**config.mk**
```make
export PLATFORM = sky130hd
export DESIGN_NAME = lfsr_axi_seq_master_flat
export DESIGN_NICKNAME = d
export VERILOG_FILES = /design/src/rtl/lfsr_axi_seq_master_if.sv /design/src/rtl/lfsr_axi_seq_master.sv /design/src/flat_wrapper.sv
export SDC_FILE = /design/constraint.sdc
export NUM_CORES = 1
export LEC_CHECK = 0
export CORE_ASPECT_RATIO = 1.2
export CORE_MARGIN = 2
export CORE_UTILIZATION = 40
export CTS_CLUSTER_SIZE = 8
export DETAILED_ROUTE_END_ITERATION = 10
export GPL_ROUTABILITY_DRIVEN = 0
export PLACE_DENSITY = 0.69
export SYNTH_ARGS = -nofsm -noshare
export SYNTH_HDL_FRONTEND = slang
export SYNTH_SLANG_ARGS = --single-unit
```
**constraint.sdc**
```tcl
create_clock -name clk -period 1.8 [get_ports clk]
set_clock_uncertainty 0.05 [all_clocks]
set_input_delay 0.45 -clock clk [delete_from_list [all_inputs] [get_ports clk]]
set_output_delay 0.45 -clock clk [all_outputs]
set_load 0.02 [all_outputs]
```
**src/rtl/lfsr_axi_seq_master_if.sv**
```systemverilog
// rtl/lfsr_axi_seq_master_if.sv - AXI-Lite bus between the LFSR sequencer master and its register slave
interface lfsr_axi_seq_master_if #(
  parameter int ADDR_WIDTH = 4,
  parameter int DATA_WIDTH = 8
);
  logic [ADDR_WIDTH-1:0] m_axi_awaddr;
  logic                  m_axi_awvalid;
  logic                  m_axi_awready;
  logic [DATA_WIDTH-1:0] m_axi_wdata;
  logic                  m_axi_wvalid;
  logic                  m_axi_wready;
  logic [1:0]            m_axi_bresp;
  logic                  m_axi_bvalid;
  logic                  m_axi_bready;
  logic [ADDR_WIDTH-1:0] m_axi_araddr;
  logic                  m_axi_arvalid;
  logic                  m_axi_arready;
  logic [DATA_WIDTH-1:0] m_axi_rdata;
  logic                  m_axi_rvalid;
  logic                  m_axi_rready;

  modport master (
    output m_axi_awaddr, m_axi_awvalid, input m_axi_awready,
    output m_axi_wdata, m_axi_wvalid, input m_axi_wready,
    input m_axi_bresp, m_axi_bvalid, output m_axi_bready,
    output m_axi_araddr, m_axi_arvalid, input m_axi_arready,
    input m_axi_rdata, m_axi_rvalid, output m_axi_rready
  );

  modport slave (
    input m_axi_awaddr, m_axi_awvalid, output m_axi_awready,
    input m_axi_wdata, m_axi_wvalid, output m_axi_wready,
    output m_axi_bresp, m_axi_bvalid, input m_axi_bready,
    input m_axi_araddr, m_axi_arvalid, output m_axi_arready,
    output m_axi_rdata, m_axi_rvalid, input m_axi_rready
  );
endinterface

```
**src/rtl/lfsr_axi_seq_master.sv**
```systemverilog
// rtl/lfsr_axi_seq_master.sv - AXI-Lite sequencer that programs the LFSR slave and streams its samples
// Optional watchdog on stalled AXI handshakes: define LFSR_SEQ_TIMEOUT_EN.
module lfsr_axi_seq_master #(
  parameter int ADDR_WIDTH  = 4,
  parameter int DATA_WIDTH  = 8,
  parameter int NUM_SAMPLES = 16
) (
  input  logic                         clk,
  input  logic                         resetn,
  input  logic                         start,
  input  logic [7:0]                   cfg_ctrl,
  input  logic [7:0]                   cfg_seed,
  input  logic [7:0]                   cfg_taps,
  lfsr_axi_seq_master_if.master        axi,
  output logic [7:0]                   sample_data,
  output logic                         sample_valid,
  input  logic                         sample_ready,
  output logic                         busy,
  output logic                         done,
  output logic                         error
);

  typedef enum logic [3:0] {
    IDLE, WR_STOP, WR_SEED, WR_TAPS, WR_EN, RD_ADDR, RD_DATA, OUT, WR_FINAL, DONE, ERR
  } state_t;

  localparam logic [7:0] NUM_LAST = 8'(NUM_SAMPLES);

  state_t                state, state_n;
  logic [ADDR_WIDTH-1:0] awaddr_q, awaddr_n, araddr_q, araddr_n;
  logic [DATA_WIDTH-1:0] wdata_q, wdata_n;
  logic                  awvalid_q, awvalid_n, wvalid_q, wvalid_n, bready_q, bready_n;
  logic                  arvalid_q, arvalid_n, rready_q, rready_n;
  logic                  aw_done_q, aw_done_n, w_done_q, w_done_n;
  logic [7:0]            sample_q, sample_n;
  logic                  svalid_q, svalid_n;
  logic [7:0]            count_q, count_n;
  logic                  busy_q, busy_n, done_q, done_n, error_q, error_n;
  logic [7:0]            ctrl_q, ctrl_n, seed_q, seed_n, taps_q, taps_n;

  logic aw_fire, w_fire, b_fire, ar_fire, r_fire, wd_expired;
  logic ld_wr, ld_rd, to_err;
  logic [ADDR_WIDTH-1:0] ld_addr;
  logic [DATA_WIDTH-1:0] ld_data;

  assign aw_fire = awvalid_q & axi.m_axi_awready;
  assign w_fire  = wvalid_q  & axi.m_axi_wready;
  assign b_fire  = bready_q  & axi.m_axi_bvalid;
  assign ar_fire = arvalid_q & axi.m_axi_arready;
  assign r_fire  = rready_q  & axi.m_axi_rvalid;

`ifdef LFSR_SEQ_TIMEOUT_EN
  logic [7:0] wd_cnt;
  logic       wd_wait;
  assign wd_wait = (awvalid_q & ~axi.m_axi_awready) | (wvalid_q & ~axi.m_axi_wready) |
                   (bready_q & ~axi.m_axi_bvalid) | (arvalid_q & ~axi.m_axi_arready) |
                   (rready_q & ~axi.m_axi_rvalid);

  always_ff @(posedge clk or negedge resetn) begin
    if (!resetn) begin
      wd_cnt <= 8'd0;
    end else if (aw_fire || w_fire || b_fire || ar_fire || r_fire || (state_n != state)) begin
      wd_cnt <= 8'd0;
    end else if (wd_wait && (wd_cnt != 8'hFF)) begin
      wd_cnt <= wd_cnt + 8'd1;
    end
  end
  assign wd_expired = (wd_cnt == 8'hFF);
`else
  assign wd_expired = 1'b0;
`endif

  always_ff @(posedge clk or negedge resetn) begin
    if (!resetn) begin
      state     <= IDLE;
      awaddr_q  <= '0;
      araddr_q  <= '0;
      wdata_q   <= '0;
      awvalid_q <= 1'b0;
      wvalid_q  <= 1'b0;
      bready_q  <= 1'b0;
      arvalid_q <= 1'b0;
      rready_q  <= 1'b0;
      aw_done_q <= 1'b0;
      w_done_q  <= 1'b0;
      sample_q  <= 8'h00;
      svalid_q  <= 1'b0;
      count_q   <= 8'd0;
      busy_q    <= 1'b0;
      done_q    <= 1'b0;
      error_q   <= 1'b0;
      ctrl_q    <= 8'h00;
      seed_q    <= 8'h00;
      taps_q    <= 8'h00;
    end else begin
      state     <= state_n;
      awaddr_q  <= awaddr_n;
      araddr_q  <= araddr_n;
      wdata_q   <= wdata_n;
      awvalid_q <= awvalid_n;
      wvalid_q  <= wvalid_n;
      bready_q  <= bready_n;
      arvalid_q <= arvalid_n;
      rready_q  <= rready_n;
      aw_done_q <= aw_done_n;
      w_done_q  <= w_done_n;
      sample_q  <= sample_n;
      svalid_q  <= svalid_n;
      count_q   <= count_n;
      busy_q    <= busy_n;
      done_q    <= done_n;
      error_q   <= error_n;
      ctrl_q    <= ctrl_n;
      seed_q    <= seed_n;
      taps_q    <= taps_n;
    end
  end

  always_comb begin
    state_n   = state;
    awaddr_n  = awaddr_q;
    araddr_n  = araddr_q;
    wdata_n   = wdata_q;
    awvalid_n = awvalid_q;
    wvalid_n  = wvalid_q;
    bready_n  = bready_q;
    arvalid_n = arvalid_q;
    rready_n  = rready_q;
    aw_done_n = aw_done_q;
    w_done_n  = w_done_q;
    sample_n  = sample_q;
    svalid_n  = svalid_q;
    count_n   = count_q;
    busy_n    = busy_q;
    done_n    = 1'b0;
    error_n   = error_q;
    ctrl_n    = ctrl_q;
    seed_n    = seed_q;
    taps_n    = taps_q;
    ld_wr     = 1'b0;
    ld_rd     = 1'b0;
    ld_addr   = '0;
    ld_data   = '0;
    to_err    = 1'b0;

    case (state)
      IDLE, ERR: begin
        if (start) begin
          state_n = WR_STOP;
          busy_n  = 1'b1;
          error_n = 1'b0;
          count_n = 8'd0;
          ctrl_n  = cfg_ctrl;
          seed_n  = cfg_seed;
          taps_n  = cfg_taps;
          ld_wr   = 1'b1;
        end
      end
      WR_STOP, WR_SEED, WR_TAPS, WR_EN, WR_FINAL: begin
        if (aw_fire) begin
          awvalid_n = 1'b0;
          aw_done_n = 1'b1;
        end
        if (w_fire) begin
          wvalid_n = 1'b0;
          w_done_n = 1'b1;
        end
        if (b_fire) begin
          bready_n  = 1'b0;
          aw_done_n = 1'b0;
          w_done_n  = 1'b0;
          if (axi.m_axi_bresp != 2'b00) begin
            to_err = 1'b1;
          end else begin
            case (state)
              WR_STOP: begin
                state_n = WR_SEED;
                ld_wr   = 1'b1;
                ld_addr = ADDR_WIDTH'(4);
                ld_data = DATA_WIDTH'(seed_q);
              end
              WR_SEED: begin
                state_n = WR_TAPS;
                ld_wr   = 1'b1;
                ld_addr = ADDR_WIDTH'(8);
                ld_data = DATA_WIDTH'(taps_q);
              end
              WR_TAPS: begin
                state_n = WR_EN;
                ld_wr   = 1'b1;
                ld_data = DATA_WIDTH'(ctrl_q);
              end
              WR_EN: begin
                state_n = RD_ADDR;
                ld_rd   = 1'b1;
              end
              default: begin
                state_n = DONE;
                done_n  = 1'b1;
                busy_n  = 1'b0;
              end
            endcase
          end
        end else if (aw_done_n && w_done_n) begin
          bready_n = 1'b1;
        end
      end
      RD_ADDR: begin
        if (ar_fire) begin
          arvalid_n = 1'b0;
          rready_n  = 1'b1;
          state_n   = RD_DATA;
        end
      end
      RD_DATA: begin
        if (r_fire) begin
          sample_n = axi.m_axi_rdata[7:0];
          rready_n = 1'b0;
          svalid_n = 1'b1;
          state_n  = OUT;
        end
      end
      OUT: begin
        if (svalid_q && sample_ready) begin
          svalid_n = 1'b0;
          count_n  = count_q + 8'd1;
          if (count_n == NUM_LAST) begin
            state_n = WR_FINAL;
            ld_wr   = 1'b1;
          end else begin
            state_n = RD_ADDR;
            ld_rd   = 1'b1;
          end
        end
      end
      DONE: state_n = IDLE;
      default: state_n = IDLE;
    endcase

    // Next transaction is launched on the same edge that retires the previous one.
    if (ld_wr) begin
      awaddr_n  = ld_addr;
      wdata_n   = ld_data;
      awvalid_n = 1'b1;
      wvalid_n  = 1'b1;
      aw_done_n = 1'b0;
      w_done_n  = 1'b0;
    end
    if (ld_rd) begin
      araddr_n  = ADDR_WIDTH'(12);
      arvalid_n = 1'b1;
    end

    if (wd_expired) to_err = 1'b1;
    if (to_err) begin
      state_n   = ERR;
      awvalid_n = 1'b0;
      wvalid_n  = 1'b0;
      bready_n  = 1'b0;
      arvalid_n = 1'b0;
      rready_n  = 1'b0;
      svalid_n  = 1'b0;
      aw_done_n = 1'b0;
      w_done_n  = 1'b0;
      busy_n    = 1'b0;
      done_n    = 1'b0;
      error_n   = 1'b1;
    end
  end

  assign axi.m_axi_awaddr  = awaddr_q;
  assign axi.m_axi_awvalid = awvalid_q;
  assign axi.m_axi_wdata   = wdata_q;
  assign axi.m_axi_wvalid  = wvalid_q;
  assign axi.m_axi_bready  = bready_q;
  assign axi.m_axi_araddr  = araddr_q;
  assign axi.m_axi_arvalid = arvalid_q;
  assign axi.m_axi_rready  = rready_q;
  assign sample_data       = sample_q;
  assign sample_valid      = svalid_q;
  assign busy              = busy_q;
  assign done              = done_q;
  assign error             = error_q;

endmodule
```
**src/flat_wrapper.sv**
```systemverilog
// flat-port wrapper written by rule: the top's interface ports become plain ports
module lfsr_axi_seq_master_flat 
#(
  parameter int ADDR_WIDTH  = 4,
  parameter int DATA_WIDTH  = 8,
  parameter int NUM_SAMPLES = 16
)
  (clk, resetn, start, cfg_ctrl, cfg_seed, cfg_taps, sample_data, sample_valid, sample_ready, busy, done, error, axi_m_axi_awaddr, axi_m_axi_awvalid, axi_m_axi_awready, axi_m_axi_wdata, axi_m_axi_wvalid, axi_m_axi_wready, axi_m_axi_bresp, axi_m_axi_bvalid, axi_m_axi_bready, axi_m_axi_araddr, axi_m_axi_arvalid, axi_m_axi_arready, axi_m_axi_rdata, axi_m_axi_rvalid, axi_m_axi_rready);
  lfsr_axi_seq_master_if #(.ADDR_WIDTH(ADDR_WIDTH), .DATA_WIDTH(DATA_WIDTH)) axi_i ();
  input  logic clk;
  input  logic resetn;
  input  logic start;
  input  logic [7:0] cfg_ctrl;
  input  logic [7:0] cfg_seed;
  input  logic [7:0] cfg_taps;
  output logic [7:0] sample_data;
  output logic sample_valid;
  input  logic sample_ready;
  output logic busy;
  output logic done;
  output logic error;
  output wire logic [$bits(axi_i.m_axi_awaddr)-1:0] axi_m_axi_awaddr;
  output wire logic [$bits(axi_i.m_axi_awvalid)-1:0] axi_m_axi_awvalid;
  input wire logic [$bits(axi_i.m_axi_awready)-1:0] axi_m_axi_awready;
  output wire logic [$bits(axi_i.m_axi_wdata)-1:0] axi_m_axi_wdata;
  output wire logic [$bits(axi_i.m_axi_wvalid)-1:0] axi_m_axi_wvalid;
  input wire logic [$bits(axi_i.m_axi_wready)-1:0] axi_m_axi_wready;
  input wire logic [$bits(axi_i.m_axi_bresp)-1:0] axi_m_axi_bresp;
  input wire logic [$bits(axi_i.m_axi_bvalid)-1:0] axi_m_axi_bvalid;
  output wire logic [$bits(axi_i.m_axi_bready)-1:0] axi_m_axi_bready;
  output wire logic [$bits(axi_i.m_axi_araddr)-1:0] axi_m_axi_araddr;
  output wire logic [$bits(axi_i.m_axi_arvalid)-1:0] axi_m_axi_arvalid;
  input wire logic [$bits(axi_i.m_axi_arready)-1:0] axi_m_axi_arready;
  input wire logic [$bits(axi_i.m_axi_rdata)-1:0] axi_m_axi_rdata;
  input wire logic [$bits(axi_i.m_axi_rvalid)-1:0] axi_m_axi_rvalid;
  output wire logic [$bits(axi_i.m_axi_rready)-1:0] axi_m_axi_rready;
  assign axi_m_axi_awaddr = axi_i.m_axi_awaddr;
  assign axi_m_axi_awvalid = axi_i.m_axi_awvalid;
  assign axi_i.m_axi_awready = axi_m_axi_awready;
  assign axi_m_axi_wdata = axi_i.m_axi_wdata;
  assign axi_m_axi_wvalid = axi_i.m_axi_wvalid;
  assign axi_i.m_axi_wready = axi_m_axi_wready;
  assign axi_i.m_axi_bresp = axi_m_axi_bresp;
  assign axi_i.m_axi_bvalid = axi_m_axi_bvalid;
  assign axi_m_axi_bready = axi_i.m_axi_bready;
  assign axi_m_axi_araddr = axi_i.m_axi_araddr;
  assign axi_m_axi_arvalid = axi_i.m_axi_arvalid;
  assign axi_i.m_axi_arready = axi_m_axi_arready;
  assign axi_i.m_axi_rdata = axi_m_axi_rdata;
  assign axi_i.m_axi_rvalid = axi_m_axi_rvalid;
  assign axi_m_axi_rready = axi_i.m_axi_rready;
  lfsr_axi_seq_master #(.ADDR_WIDTH(ADDR_WIDTH), .DATA_WIDTH(DATA_WIDTH), .NUM_SAMPLES(NUM_SAMPLES)) u_core (.clk(clk), .resetn(resetn), .start(start), .cfg_ctrl(cfg_ctrl), .cfg_seed(cfg_seed), .cfg_taps(cfg_taps), .axi(axi_i), .sample_data(sample_data), .sample_valid(sample_valid), .sample_ready(sample_ready), .busy(busy), .done(done), .error(error));
endmodule
```
# After elaboration in Yosys (flattened, before gate mapping)
# Index checks and enable logic that the tools add are counted.
# totals
reg_bits	68
inputBits	43
out_inout_bits	33
word_cells	165
# op_classes
addsub	1
n_eq_ne	19
muxes	87
bitwise_logic	5
reduce_logical	33
# op_table
op	n
$mux 1	61
$mux 4	11
$mux 8	5
$reduce_bool 3->1	9
$pmux 8 s3	1
$pmux 4 s5	1
$eq 4x3->1 const B	4
$pmux 4 s4	1
$pmux 8 s2	1
$reduce_and 2->1	7
$ne 3x1->1 const B	4
$reduce_bool 2->1	5
$ne 3x2->1 const B	3
$reduce_and 3->1	3
$add 8x1->8 const B	1
$eq 4x2->1 const B	2
$eq 4x4->1 const B	2
$eq 8x5->1 const B	1
$pmux 1 s2	4
$pmux 4 s2	1
$reduce_and 6->1	1
$and 1x1->1	5
$reduce_and 5->1	1
$reduce_or 5->1	1
9 further kinds	10

# Longest topological paths before layout
# Gate-level depths: netlist of the first run.
# logic_depth
word_depth	8
depth_mapped	8
ltp_nobuf	6

# Least setup slack after synthesis of the first run
# OpenSTA, ideal clock, no wires.
# synth_timing
kind	register to register
start	register u_core.count_q[0]
end	register u_core.awaddr_q[2], in the netlist u_core.axi.m_axi_awaddr[2]
setup_time_ps	130
arrival_time_ps	1610
required_ps	1620
slack_ps	10
path_stages_with_launch	8
n_path_buf	1
period_less_slack_ps	1790
path_cell_list	dfrtp_1 -> ha_1 -> nand2_1 -> or4_1 -> a21oi_2 -> a21oi_2 -> buf_6 -> o2bb2ai_1
# synth_via
elab_chain_len	5
# synth_lines
item	line_no	source
start, declared	lfsr_axi_seq_master.sv:37	logic [7:0] count_q, count_n;
start signal, assigned	lfsr_axi_seq_master.sv:109	count_q <= count_n;
$add 8x1->8	lfsr_axi_seq_master.sv:226	count_n = count_q + 8'd1;
$eq 8x5->1	lfsr_axi_seq_master.sv:227	if (count_n == NUM_LAST) begin
$mux 1	lfsr_axi_seq_master.sv:227	
$mux 1	lfsr_axi_seq_master.sv:224	if (svalid_q && sample_ready) begin
$pmux 1 s3	lfsr_axi_seq_master.sv:146	case (state)
end signal, assigned	lfsr_axi_seq_master.sv:97	awaddr_q <= awaddr_n;
end, declared	lfsr_axi_seq_master.sv:30	logic [ADDR_WIDTH-1:0] awaddr_q, awaddr_n, araddr_q, araddr_n;
# No other way between the ends.
# A chain may end at the register's enable or synchronous reset.

# Final worst setup path of the first run
# layout_timing
start	register u_core.state[1]
end	register u_core.state[2]
# layout_via
elab_chain_len	6
elab_cells_between_ends	25
classes_between	eq/ne (15); mux (6); reduce/logical (4)
# layout_lines
item	line_no	source
start, declared	lfsr_axi_seq_master.sv:29	state_t state, state_n;
start signal, assigned	lfsr_axi_seq_master.sv:96	state <= state_n;
$eq 4x3->1 (tied with other cells)	lfsr_axi_seq_master.sv:146, lfsr_axi_seq_master.sv:175	
$pmux 4 s4	lfsr_axi_seq_master.sv:175	case (state)
$mux 4	lfsr_axi_seq_master.sv:172	if (axi.m_axi_bresp != 2'b00) begin
$mux 4	lfsr_axi_seq_master.sv:168	if (b_fire) begin
$pmux 4 s5	lfsr_axi_seq_master.sv:146	
$mux 4	lfsr_axi_seq_master.sv:255	if (to_err) begin
# Parallel ways exist; a longest one is shown, timed or not. The select of a mux whose other input is x is not followed.

==> results.toml, run 1 <==
[detailed_routing]
top_layer_used = "met4"
met3WireLength_um = 295
first_iter_violations = 89
dr_total_vias = 2686
wl_per_cell_um = 15.4
totalWireLength_um = 7770
drc = 0
drt_first_pass_iters = 4
met2WireLength_um = 4040
wl_met1_um = 3280
vias_per_cell = 5.32
ant_nets = 0

[place]
dpl.hpwl_um = 5530
numPortBuffers = 71
place_ws_ns = -0.412
place_area_mm2 = 0.00432

[yosys]
synth_edf_count = 0
synthCells = 292
synth_warnings = 0
seq_area_frac_synth = 0.505
ys_types = 51
syn_area_mm2 = 0.00327
ys_async_sr_fraction = 1.00
avgSynthCellArea_um2 = 11.2
synth_flop_cell = "dfrtp_1"
ys_ff_latch = 66

[clocking]
insertion_delay_ns = 0.34
cts-root-buf = "clkbuf_8"
path_clk_slew_ns = 0.08
cts_hold_buf = 0
numCtsBuffers = 9
cts_max_path_buffers = 2
h-tree-depth = 3
cts.sinks = 66
cts_tree = "done"

[final_layout]
antenna_cells = 0
final_area_mm2 = 0.00462
multi_input_area_mm2 = 0.00150
register_area_mm2 = 0.00165
fin_nets = 449
syn2layout_area_growth_pct = 41.2
layout-drive-gt1-share = 0.302
fillCellCount = 717

[timing]
slew_viol_final = 0
setup-violations-final = 1
setup_slack_ns = -0.0113
period_needed_ns = 1.81
rsz0062_at_grt = "true"
hold_viol = 0
clock.fmax_mhz = 552
finalCritPeriodShare = 1.01

[power]
p_seq_frac = 0.468
ir_drop_mv = 0.545
leakagePower_uw = 0.00226
cell_internal_pwr_uw = 2500
power.share.clock = 0.486
p_comb_frac = 0.047
p_sw_frac = 0.209
power.density_mw_per_mm2 = 685
switchingPower_uw = 663

[global_route]
grt_max_degree = 28
grt.total_usage = 0.187
gr-total-overflow = 0
grt_pass1_wl_um = 12700
grt_pass1_vias = 2713
grt_antenna_before_repair = 0

[die]
fp.dieArea_mm2 = 0.00893
io_pins = 76
coreArea_mm2 = 0.00802
rows = 36
die_h_um = 103
initial_core_util = 0.408
die_w_um = 86.6

[run]
drv_cap = 0

[critical_path]
worstPathMaxFanout = 6
cp.arrival_ns = 1.99
worstPathRequired_ns = 1.98
crit_type = "reg -> reg"
r2r_slack_ns = -0.01
crit_path_end_kind = "flop"
start_kind = "flop"

[worst_hold_path]
hold_class = "in -> async"

[outcome]
violations = "negative setup slack"
status = "finished with violations"
## stage by stage
stage	power [uW]	instances	util	TNS [ns]	hold WS (ns)
after floorplan	1530	295	-	0	0.104
after global placement	1660	482	0.539	-7.33	0.391
after detailed placement	1660	482	0.539	-8.01	0.394
after CTS	3200	502	0.571	-0.00171	0.00483
after global routing	3290	505	0.576	-0.389	0.0264
final	3170	505	0.576	-0.0113	0.00672
## logic make-up (layout without fill, tap and decap cells)
| kind of cell | after synthesis | in the layout | synth area share |
|---|---|---|---|
| simple gates | 83 | 83 | 0.133 |
| compound gates | 69 | 69 | 0.140 |
| flops | 66 | 66 | 0.505 |
| mux | 43 | 43 | 0.152 |
| buf+inv | 25 | 140 | 0.0516 |
| xor+xnor | 4 | 4 | 0.0130 |
| fa+ha+maj | 1 | 1 | 0.00382 |
| other cells | 1 | 4 | 0.00115 |
## power groups by stage
| stage | registers (uW) | logic [uW] | clock network (uW) |
|---|---|---|---|
| after CTS | 1480 | 150 | 1570 |
| after global placement | 1510 | 149 | 0 |
| final | 1480 | 147 | 1540 |
| after floorplan | 1510 | 17.8 | 0 |
| after detailed placement | 1510 | 150 | 0 |
| after global routing | 1480 | 162 | 1650 |
## Yosys cell counts, types with 5 or more instances
cell,number,area [um2]
a21oi_1,10,50.1
nor3_1,5,25.0
a22oi_1,8,60.1
nor2_1,20,75.1
mux2_2,40,450
dfrtp_1,66,1650
buf_4,11,82.6
o21ai_0,20,100
nand2_1,20,75.1
nand3_1,10,50.1
o2bb2ai_1,10,87.6
nand2b_1,5,31.3
## state kept, by name (all words and copies together), names as in the netlist, 2 cells and up
name	flops
u_core.ctrl_q	8
u_core.axi.m_axi_awaddr	2
u_core.seed_q	8
u_core.axi.m_axi_wdata	8
u_core.sample_data	8
u_core.taps_q	8
u_core.state	4
u_core.count_q	8
## repair_timing
item	4_1_cts	5_1_grt
endpoints found under the setup margin	30	14
buffers inserted	4	3
resized for setup	33	8
pin swaps	1	3
## layout by cell type (no fill, tap or decap), types with 3 or more instances in the layout
cell / n
conb_1: 4
nor2b_1: 4
inv_1: 4
a21oi_1: 8
a21oi_2: 3
o2bb2ai_1: 10
clkdlybuf4s50_1: 41
nor3_1: 5
nand3_1: 9
nand2_1: 19
nand2b_1: 5
buf_4: 44
dfrtp_1: 66
dlygate4sd2_1: 29
o21ai_0: 18
nor3b_1: 4
nor2_1: 19
a22oi_1: 8
clkbuf_8: 9
buf_12: 4
bufinv_16: 3
a31oi_1: 3
mux2_2: 40
o211ai_1: 3
## metal layers
layer  vias to the layer above  GRT usage
li1                       1270          -
met1                      1333      0.223
met2                        71      0.321
met3                        12     0.0304
met4                         0      0.107
met5                         -          0
## worst max-delay path, cell delays in order, from the launching register on
cell,delay [ns]
dfrtp_1,0.44
and4b_4,0.23
a221o_1,0.40
or2_4,0.28
mux2_4,0.30
## cell type report
type	instances	share of cell area
Clock buffer	9	0.0268
Clock inverter	7	0.0268
Inverter	4	0.00325
Multi-Input combinational cell	204	0.324
Sequential cell	66	0.357
Tap cell	95	0.0257
Timing Repair Buffer	120	0.236
## worst paths after layout
kind	startpoint	to	cells after the start
min	resetn	u_core.sample_valid	1
min in group clk	u_core.error	u_core.error	1
min reg2reg	u_core.error	u_core.error	1
max reg2reg	u_core.state[1]	u_core.state[2]	4
max in group asynchronous	resetn	u_core.axi.m_axi_awvalid	2
max	u_core.state[1]	u_core.state[2]	4
Power figures use the tool's default switching activity.
==> inputs of run 2 (changes only) <==
--- a/config.mk
+++ b/config.mk
@@ -5,7 +5,7 @@
 export SDC_FILE = /design/constraint.sdc
 export NUM_CORES = 1
 export LEC_CHECK = 0
-export CORE_ASPECT_RATIO = 1.2
+export CORE_ASPECT_RATIO = 1.5
 export CORE_MARGIN = 2
 export CORE_UTILIZATION = 40
 export CTS_CLUSTER_SIZE = 8
==> run 2 against run 1 <==
Effect of this change:
- the flow now finishes without violations
- non-clock buffer count rose by 3
- combinational power rose by 3%
- die area rose by 0.14%
- via count rose by 0.19%
- register-to-register slack barely moved
- global-route usage rose by 0.097 points
- routed wire length rose by 3.8%
- count of clock-buffer cells in the layout rose by 1
- largest cell class unchanged
- largest power group unchanged
==> results.toml, run 2 (synthesis results as in run 1) <==
[final_layout]
layout-drive-gt1-share = 0.327
syn2layout_area_growth_pct = 45.8
fin_util = 0.600
fin_nets = 452
final_cell_mix = "dfrtp_1, buf_4, clkdlybuf4s50_1, mux2_2, dlygate4sd2_1"
final_common_cell = "dfrtp_1"
antenna_cells = 0
finalNonFillerCells = 518

[global_route]
grt_pass1_wl_um = 12900
grt_pass1_vias = 2730
grt_antenna_before_repair = 0
grt_max_degree = 21
grt.total_usage = 0.188
gr-total-overflow = 0

[detailed_routing]
first_iter_violations = 112
wl_per_cell_um = 15.6
vias_per_cell = 5.19
drc = 0
totalWireLength_um = 8060
ant_nets = 0
dr_total_vias = 2691
drt_first_pass_iters = 4

[critical_path]
cp.arrival_ns = 1.96
worstPathMaxFanout = 5
worstPathRequired_ns = 1.96
start_kind = "flop"
path_cells = "ha_2, nand2_2, or4_4, a21oi_4, a21oi_4, buf_6, o2bb2ai_2"
crit_top_cell = "a21oi_4"
crit_path_end_kind = "flop"
crit_type = "reg -> reg"
critPathSlowestCell = "or4_4"
slowest_delay_ns = 0.43
r2r_cells = 7

[clocking]
cts_hold_buf = 0
path_clk_slew_ns = 0.05
cts_max_path_buffers = 2
cts.sinks = 66
h-tree-depth = 3
insertion_delay_ns = 0.33
numCtsBuffers = 9
cts-root-buf = "clkbuf_16"
cts_tree = "done"

[die]
rows = 40
die_h_um = 115
initial_core_util = 0.411
coreArea_mm2 = 0.00796
fp.dieArea_mm2 = 0.00894
die_w_um = 77.9
io_pins = 76

[place]
place_ws_ns = -0.372
numPortBuffers = 71
dp_cells = 500
dpl.hpwl_um = 5870

[power]
total_power_uw = 3310
ir_drop_mv = 0.552
leakagePower_uw = 0.00239
power.density_mw_per_mm2 = 694

[run]
drv_cap = 0

[timing]
slew_viol_final = 0
worstMarginPinSlew_ns = 0.510
clock.fmax_mhz = 556
finalCritPeriodShare = 0.999
slew-limit-headroom = 0.660
period_needed_ns = 1.80
setup_slack_ns = 0.00138
rsz0062_at_grt = "true"
hold_viol = 0
setup-violations-final = 0

[worst_hold_path]
hold_class = "in -> async"

[outcome]
status = "completed"
[run 2: changes by cell type in the layout (fill, tap and decap cells not counted), moves of 4 or more]
cell	delta
o2bb2ai_1	-7
buf_6	+5
clkbuf_8	-9
dlymetal6s2s_1	+8
clkinv_2	+4
o2bb2ai_2	+7
dlygate4sd2_1	-8
clkbuf_16	+9
[run 2: timing repair]
action / in CTS / in global routing
setup buffers: 2 / 0
cloned: 0 / 0
pin swaps: 3 / 4
gates resized for setup: 34 / 22
endpoints found under the hold margin: 0 / 0
endpoints found under the setup margin: 42 / 32
[run 2: worst max-delay path, delay by kind of cell, from the launching register on]
| family | cells | cell delay [ns] |
|---|---|---|
| buffers and inverters | 1 | 0.15 |
| flip-flops | 1 | 0.37 |
| adder cells (fa/ha/maj) | 1 | 0.20 |
| AND/OR/NAND/NOR | 2 | 0.48 |
| AO/OA/AOI/OAI | 3 | 0.42 |
[run 2: area by class of cell]
class	instances	area, um2
Clock buffer	10	229
Clock inverter	6	57.6
Fill cell	668	3190
Inverter	4	15.0
Multi-Input combinational cell	204	1550
Sequential cell	66	1650
Tap cell	105	131
Timing Repair Buffer	123	1140
[run 2: path summary, 6_finish.rpt]
path / from / endpoint / slack, ns
setup / recovery: u_core.count_q[1] / u_core.axi.m_axi_wdata[1] / 0.001
hold / removal: resetn / u_core.sample_data[2] / 0.04
setup reg to reg: u_core.count_q[1] / u_core.axi.m_axi_wdata[1] / 0.001
hold reg to reg: u_core.error / u_core.error / 0.43
max in group asynchronous: resetn / u_core.taps_q[5] / 1.14
min in group clk: u_core.error / u_core.error / 0.43
[run 2: power breakdown]
group | total [uW] | internal, uW | switching [uW]
registers | 1490 | 1490 | 0
logic | 151 | 93.0 | 58.2
clock network | 1670 | 1060 | 612
total | 3310 | 2640 | 671
[run 2: per-layer routing]
metal  vias to the layer above  share of wire  track usage
met5                         -              0            0
met4                         0          0.021       0.0952
met3                        14          0.031       0.0385
met2                        66           0.55        0.338
met1                      1334           0.40        0.210
li1                       1277              -            -
[run 2: through the flow]
step	instance area (um2)	TNS [ns]	hold slack, ns
after floorplan	3280	0	0.104
after global placement	4370	-7.68	0.396
after detailed placement	4370	-9.12	0.401
after CTS	4680	0	0.0465
after global routing	4770	-0.408	0.0692
final	4770	0	0.0365
